[src/rtl/fpu_types_pkg.sv]
// fpu_types_pkg: shared half-precision types, constants and divider state encoding
package fpu_types_pkg;
   localparam int HALF_FLOAT_W    = 16;
   localparam int HALF_EXPONENT_W = 5;
   localparam int HALF_FRACTION_W = 10;
   typedef logic [HALF_EXPONENT_W-1:0] exp_t;
   typedef logic [HALF_FRACTION_W-1:0] mant_t;
   localparam logic [HALF_FLOAT_W-1:0] HALF_ZERO     = 16'h0000;
   localparam logic [HALF_FLOAT_W-1:0] HALF_QNAN     = 16'hFFFF;
   localparam logic [HALF_FLOAT_W-1:0] HALF_SNAN_OUT = 16'hFDFF;
   localparam logic [HALF_FLOAT_W-2:0] HALF_INF      = 15'h7C00;
   localparam int QBITS          = 12;
   localparam int FLAG_INVALID   = 3;
   localparam int FLAG_DIV_ZERO  = 2;
   localparam int FLAG_OVERFLOW  = 1;
   localparam int FLAG_UNDERFLOW = 0;
   typedef enum logic [2:0] {S_IDLE, S_PREP, S_DIV, S_NORM, S_DONE} div_state_t;
endpackage

[src/rtl/half_lzc_10.sv]
// half_lzc_10: leading-zero count of a 10-bit fraction, 10 when all zero
module half_lzc_10
   import fpu_types_pkg::*;
(
   input  mant_t      mant,
   output logic [3:0] count
);
   // scan upward so the most significant set bit decides the count
   always_comb begin
      count = 4'd10;
      for (int i = 0; i < HALF_FRACTION_W; i++)
         if (mant[i]) count = 4'(HALF_FRACTION_W - 1 - i);
   end
endmodule

[src/rtl/float_div_16bit_seq.sv]
// float_div_16bit_seq: iterative half-precision divider, one quotient bit per cycle, truncating
module float_div_16bit_seq
   import fpu_types_pkg::*;
(
   input  logic                    CLK,
   input  logic                    nRST,
   input  logic                    start,
   input  logic [HALF_FLOAT_W-1:0] dividend,
   input  logic [HALF_FLOAT_W-1:0] divisor,
   output logic                    busy,
   output logic                    done,
   output logic [HALF_FLOAT_W-1:0] quotient,
   output logic [3:0]              flags
);
   div_state_t        state, next_state;
   logic [15:0]       op_a, op_b, res, sp_res, nr_res;
   logic [3:0]        res_flags, sp_flags, nr_flags, lza, lzb, cnt;
   logic signed [6:0] exp_r, xa, xb, exp_calc, n_exp;
   logic [11:0]       rem, trial;
   logic [10:0]       div_m, sig_a, sig_b, sig, shifted;
   logic [QBITS-1:0]  q;
   logic [9:0]        frac;
   logic [4:0]        n_sh;
   exp_t              ea, eb;
   mant_t             ma, mb;
   logic              sgn, sp_hit, a_nan, b_nan, a_inf, b_inf, a_zero, b_zero, inexact, lost;

   assign ea    = op_a[14:10];
   assign eb    = op_b[14:10];
   assign ma    = op_a[9:0];
   assign mb    = op_b[9:0];
   assign sgn   = op_a[15] ^ op_b[15];
   assign busy  = (state != S_IDLE);
   assign trial = rem - {1'b0, div_m};

   half_lzc_10 u_lza (.mant(ma), .count(lza));
   half_lzc_10 u_lzb (.mant(mb), .count(lzb));

   // classify operands, resolve special cases and prepare normalised significands
   always_comb begin
      a_nan    = (ea == '1) && (ma != '0);
      b_nan    = (eb == '1) && (mb != '0);
      a_inf    = (ea == '1) && (ma == '0);
      b_inf    = (eb == '1) && (mb == '0);
      a_zero   = (ea == '0) && (ma == '0);
      b_zero   = (eb == '0) && (mb == '0);
      sig_a    = (ea == '0) ? 11'({1'b0, ma} << (lza + 4'd1)) : {1'b1, ma};
      sig_b    = (eb == '0) ? 11'({1'b0, mb} << (lzb + 4'd1)) : {1'b1, mb};
      xa       = (ea == '0) ? 7'sd0 - 7'(lza) : 7'(ea);
      xb       = (eb == '0) ? 7'sd0 - 7'(lzb) : 7'(eb);
      exp_calc = xa - xb + 7'sd15;
      sp_hit   = 1'b1;
      sp_res   = {sgn, HALF_INF};
      sp_flags = '0;
      if ((a_nan && ma[9]) || (b_nan && mb[9]))
         sp_res = HALF_QNAN;
      else if (a_nan || b_nan) begin
         sp_res = HALF_SNAN_OUT;
         sp_flags[FLAG_INVALID] = 1'b1;
      end else if ((a_zero && b_zero) || (a_inf && b_inf)) begin
         sp_res = HALF_QNAN;
         sp_flags[FLAG_INVALID] = 1'b1;
      end else if (b_zero && !a_inf)
         sp_flags[FLAG_DIV_ZERO] = 1'b1;
      else if (a_zero || b_inf)
         sp_res = {sgn, 15'h0000};
      else
         sp_hit = a_inf;
   end

   // normalise the raw quotient, then saturate to inf or denormalise towards zero
   always_comb begin
      frac     = q[11] ? q[10:1] : q[9:0];
      n_exp    = q[11] ? exp_r : exp_r - 7'sd1;
      n_sh     = 5'd1 - n_exp[4:0];
      sig      = {1'b1, frac};
      shifted  = sig >> n_sh;
      lost     = (shifted << n_sh) != sig;
      inexact  = (rem != '0) || (q[11] && q[0]);
      nr_res   = {sgn, n_exp[4:0], frac};
      nr_flags = '0;
      if (n_exp >= 7'sd31) begin
         nr_res = {sgn, HALF_INF};
         nr_flags[FLAG_OVERFLOW] = 1'b1;
      end else if (n_exp <= 7'sd0) begin
         nr_res = {sgn, 5'd0, shifted[9:0]};
         nr_flags[FLAG_UNDERFLOW] = inexact || lost;
      end
   end

   // sequence IDLE -> PREP -> DIV -> NORM -> DONE, with specials skipping to DONE
   always_comb begin
      next_state = state;
      case (state)
         S_IDLE:  next_state = start ? S_PREP : S_IDLE;
         S_PREP:  next_state = sp_hit ? S_DONE : S_DIV;
         S_DIV:   next_state = (cnt == '0) ? S_NORM : S_DIV;
         S_NORM:  next_state = S_DONE;
         S_DONE:  next_state = S_IDLE;
         default: next_state = S_IDLE;
      endcase
   end

   // state register
   always_ff @(posedge CLK or negedge nRST)
      if (!nRST) state <= S_IDLE;
      else       state <= next_state;

   // datapath: operand latch, restoring division steps and result registers
   always_ff @(posedge CLK or negedge nRST)
      if (!nRST) begin
         op_a      <= HALF_ZERO;
         op_b      <= HALF_ZERO;
         rem       <= '0;
         div_m     <= '0;
         cnt       <= '0;
         q         <= '0;
         exp_r     <= '0;
         res       <= HALF_ZERO;
         res_flags <= '0;
         quotient  <= HALF_ZERO;
         flags     <= '0;
         done      <= 1'b0;
      end else begin
         done <= 1'b0;
         case (state)
            S_IDLE: if (start) begin
               op_a <= dividend;
               op_b <= divisor;
            end
            S_PREP: begin
               rem       <= {1'b0, sig_a};
               div_m     <= sig_b;
               cnt       <= 4'(QBITS - 1);
               q         <= '0;
               exp_r     <= exp_calc;
               res       <= sp_res;
               res_flags <= sp_flags;
            end
            S_DIV: begin
               rem <= trial[11] ? {rem[10:0], 1'b0} : {trial[10:0], 1'b0};
               q   <= {q[QBITS-2:0], ~trial[11]};
               cnt <= cnt - 4'd1;
            end
            S_NORM: begin
               res       <= nr_res;
               res_flags <= nr_flags;
            end
            S_DONE: begin
               quotient <= res;
               flags    <= res_flags;
               done     <= 1'b1;
            end
            default: ;
         endcase
      end
endmodule

[config.mk]
export PLATFORM = sky130hd
export DESIGN_NAME = float_div_16bit_seq
export DESIGN_NICKNAME = d
export VERILOG_FILES = /design/src/rtl/fpu_types_pkg.sv /design/src/rtl/half_lzc_10.sv /design/src/rtl/float_div_16bit_seq.sv
export SDC_FILE = /design/constraint.sdc
export NUM_CORES = 1
export LEC_CHECK = 0
export CAP_MARGIN = 5
export CELL_PAD_IN_SITES_DETAIL_PLACEMENT = 1
export CELL_PAD_IN_SITES_GLOBAL_PLACEMENT = 1
export CORE_AREA = 2 2 162 132
export DETAILED_ROUTE_END_ITERATION = 12
export DIE_AREA = 0 0 164 134
export PLACE_DENSITY = 0.76
export SLEW_MARGIN = 10
export SYNTH_ARGS = -nofsm -noshare
export SYNTH_HDL_FRONTEND = slang
export SYNTH_HIERARCHICAL = 1
export SYNTH_SLANG_ARGS = --single-unit
[constraint.sdc]
create_clock -name CLK -period 4.3 [get_ports CLK]
set_clock_uncertainty 0.2 [all_clocks]
set_input_delay 0.645 -clock CLK [delete_from_list [all_inputs] [get_ports CLK]]
set_output_delay 0.645 -clock CLK [all_outputs]
set_load 0.005 [all_outputs]
==> Implementation_results.wiki <==
{| class="wikitable"
! Metric !! Value
|-
| Outcome || complete, no violations
|-
| Number of register bits inferred by synthesis || 122
|-
| Crit. Startpoint || exp_r[1]
|-
| Launch point of the worst reg-to-reg path || exp_r[1]
|-
| Max frequency || 250 MHz
|-
| Worst R2R Path Depth || 15
|-
| Worst path depth || 15
|-
| Number of sinks on the clock net || ~120
|-
| Critical-path cell list || inv_1, ha_1, nor2b_2, nor2_4, inv_2, ha_1, xnor3_2, a221oi_1, a211oi_1, o21ai_2, nor3_2, nor3_1, or4_1, a221oi_1, a31oi_1
|-
| Total count of hold-check failures in the final report || 0
|-
| Clock root buffer || clkbuf_16
|-
| Count of TritonRoute iterations in the first routing pass || 5
|-
| Worst-path cell with the longest stage delay || or4_1
|-
| Non-filler instance count after layout || approximately 1200
|-
| Top cell type's share of synthesized area || a little over a third
|-
| Dominant delay contributor by cell family on the critical path || simple AND/OR/NAND/NOR gates
|-
| Average vias per placed instance || between 5 and 6
|-
| Global-route usage over all layers || 24.6%
|-
| Critical path buffer and inverter count || 2
|-
| Total number of yosys warnings || 6
|-
| Most used cells in the layout excluding fill and tap cells || 122 x dfrtp_1, 96 x nor2_1, 74 x nand2_1
|-
| Number of global-route vias before repair || roughly 7600
|-
| Detail-routed net length per standard cell || 20.7 um
|-
| DRC marker count from the first detailed-route iteration || between 400 and 500
|-
| Fraction of the yosys area taken by sequential cells || around 36%
|-
| Pin count of the biggest net entering global routing || 64
|-
| Area contributors post-synth || dfrtp_1 36%, mux2_2 9.1%, mux2i_1 5.5%
|-
| Fraction of synthesis flops using an asynchronous set or reset pin || 100%
|-
| Number of instances in the synthesized netlist || about 920
|-
| Crit path launch type || register
|-
| Data arrival at the endpoint of the critical path || between 4000 and 5000 ps
|-
| Layout Cell Area excl Fill || between 9000 and 10000 um^2
|-
| Initial Utilization || between 40% and 50%
|-
| Number of buffers inserted by port buffering || 56
|-
| Slew @ Worst Pin || 1160 ps
|-
| Die Span X || about 160 um
|-
| Detailed-placement wirelength estimate || 18.4 mm
|-
| Setup_tns || 0 ps
|-
| DRC violation count after routing || 0
|-
| Number of unique standard cell types used by synthesis || 80
|-
| Number of setup violations in the final report || 0
|-
| Wire length of the first global-routing pass || about 43 mm
|-
| IO Count || between 50 and 60
|-
| Class of the most critical setup path || reg -> reg
|-
| Number of enable flip-flop cells after synthesis || 0
|-
| Hold-fix buffers at CTS || 0
|-
| Number of pins with negative max-slew slack in the final report || 0
|-
| Maximum buffer depth of the clock tree || 2
|-
| Dominant cell type by area after synthesis || dfrtp_1
|-
| CP max stage delay || approximately 520 ps
|-
| Maximum Capacitance Violations || 0
|-
| Area of the core region || about 20000 um^2
|-
| Inst Count DP || approximately 1200
|-
| Antenna violations before repair || 0
|-
| Primary flip-flop cell chosen by synthesis mapping || dfrtp_1
|-
| Die area || about 22000 um^2
|-
| GR Overflow Total || 0
|-
| Number of post-CTS setup repair buffers || 0
|-
| Hold crit path type || in -> async
|-
| Most common cell after layout, fill and taps aside || dfrtp_1
|-
| RSZ-0062 raised after global routing || no
|-
| Antenna-violating nets left || 0
|-
| Worst Setup End Kind || register
|-
| Worst-path clk slew || roughly 70 ps
|-
| Clock network latency to the later pin of the worst-skew pair || around 420 ps
|-
| Final-stage net count || slightly above 1000
|-
| Final design utilization || between 40% and 50%
|-
| Antenna Cells || 0
|-
| Post-synthesis net count || around 980
|-
| Mean Syn Cell Area || roughly 9 um^2
|-
| Clock buffer count from CTS || 17
|-
| Shortest period the worst path allows || about 4000 ps
|-
| Final worst path period share || between 90 and 100%
|-
| Ratio of cells with drive above 1 in the final layout || roughly 16%
|-
| CTS H-tree depth || 4
|-
| Via Count || ~7400
|-
| Row cnt || 47
|-
| Relative max-transition margin || about 22%
|-
| Highest net fanout along the worst path || 9
|-
| Area Overhead vs Synth || 17.9%
|-
| Syn Std Cell Area || around 8400 um^2
|-
| Data required time of the critical path || between 4000 and 5000 ps
|-
| Post-Route WL || about 26 mm
|-
| Clock tree from TritonCTS || done
|-
| Post-DP Area || 9320 um^2
|-
| RePlAce Congestion || between 0.9 and 1
|-
| DIE HEIGHT || around 130 um
|}
## layout make-up
type                       count  area, um^2
fill                        2309       10500
multi-input combinational    702        5010
sequential                   122        3050
timing repair buffer          81         758
clock buffer                  17         425
tap                          269         337
clock inverter                15         186
inverter                      42         158
## path summary, 6_finish.rpt
kind                           endpoint  slack (ps)
setup / recovery           res_flags[0]         300
hold / removal                 op_b[13]         130
setup reg to reg           res_flags[0]         300
hold reg to reg                  res[3]         300
max in group asynchronous          q[0]        2950
min in group CLK                 res[3]         300
## worst reg2reg max path: stages, from the launching register on
cell	delay (ps)
dfrtp_1	440
inv_1	100
ha_1	340
nor2b_2	210
nor2_4	230
inv_2	60
ha_1	260
xnor3_2	380
a221oi_1	100
a211oi_1	300
o21ai_2	160
nor3_2	170
nor3_1	90
or4_1	520
a221oi_1	220
a31oi_1	120
## cell usage after synthesis, types with 5 or more instances
| library cell | number |
|---|---|
| a22oi_1 | 8 |
| xor2_1 | 10 |
| nand2b_1 | 11 |
| nor2_1 | 97 |
| and2_1 | 5 |
| o221ai_1 | 7 |
| inv_1 | 39 |
| nand3_1 | 20 |
| a221oi_1 | 13 |
| o211ai_1 | 13 |
| a21o_1 | 8 |
| o21ai_0 | 51 |
| a22o_1 | 12 |
| or4_1 | 5 |
| o21ai_1 | 6 |
| nor3_1 | 19 |
| nor4_1 | 8 |
| xnor2_1 | 23 |
| ha_1 | 30 |
| clkbuf_1 | 38 |
| dfrtp_1 | 122 |
| mux2_2 | 68 |
| a21boi_0 | 6 |
| mux2i_1 | 46 |
| nand2_1 | 74 |
| a211oi_1 | 9 |
| nor2b_1 | 10 |
| a31oi_1 | 8 |
| a21oi_1 | 64 |
## timing repair
item / in CTS / in global routing
resized for setup: 0 / 1
endpoints found under the hold margin: 0 / 0
setup endpoints to repair: 0 / 1
## state kept, by name, indices dropped and copies added, names as in the netlist
signal and flops:
op_a 16, op_b 16, quotient 16, res 16
q 12, rem 12, div_m 11, exp_r 7
cnt 4, flags 4, res_flags 4, state 3
done 1
## kinds of logic (layout without fill, tap and decap cells)
| family | count (synthesis) | count (layout) | synth area share, % |
|---|---|---|---|
| AOI/OAI and AO/OA | 242 | 242 | 19.5 |
| xor gates and xnor gates | 34 | 34 | 3.71 |
| adders and majority gates | 32 | 32 | 4.93 |
| buffers and inverters | 91 | 155 | 4.44 |
| DFF | 122 | 122 | 36.2 |
| muxes | 117 | 117 | 15.4 |
| and+or+nand+nor | 277 | 277 | 15.8 |
## metrics by stage
stage,setup slack (ps),hold WS [ps]
final,297,133
after global routing,54.9,193
after CTS,162,152
after detailed placement,161,284
after global placement,319,263
after floorplan,62.1,149
## per-layer routing
layer / GRT usage [%] / routed length [um]
met5: 0 / 0
met4: 5.90 / 293
met3: 3.53 / 1280
met2: 35.3 / 11100
met1: 38.6 / 13200
Power is left out: the tool's default activity adds up to more than one toggle a clock period on the data nets, which glitch-free logic cannot reach.
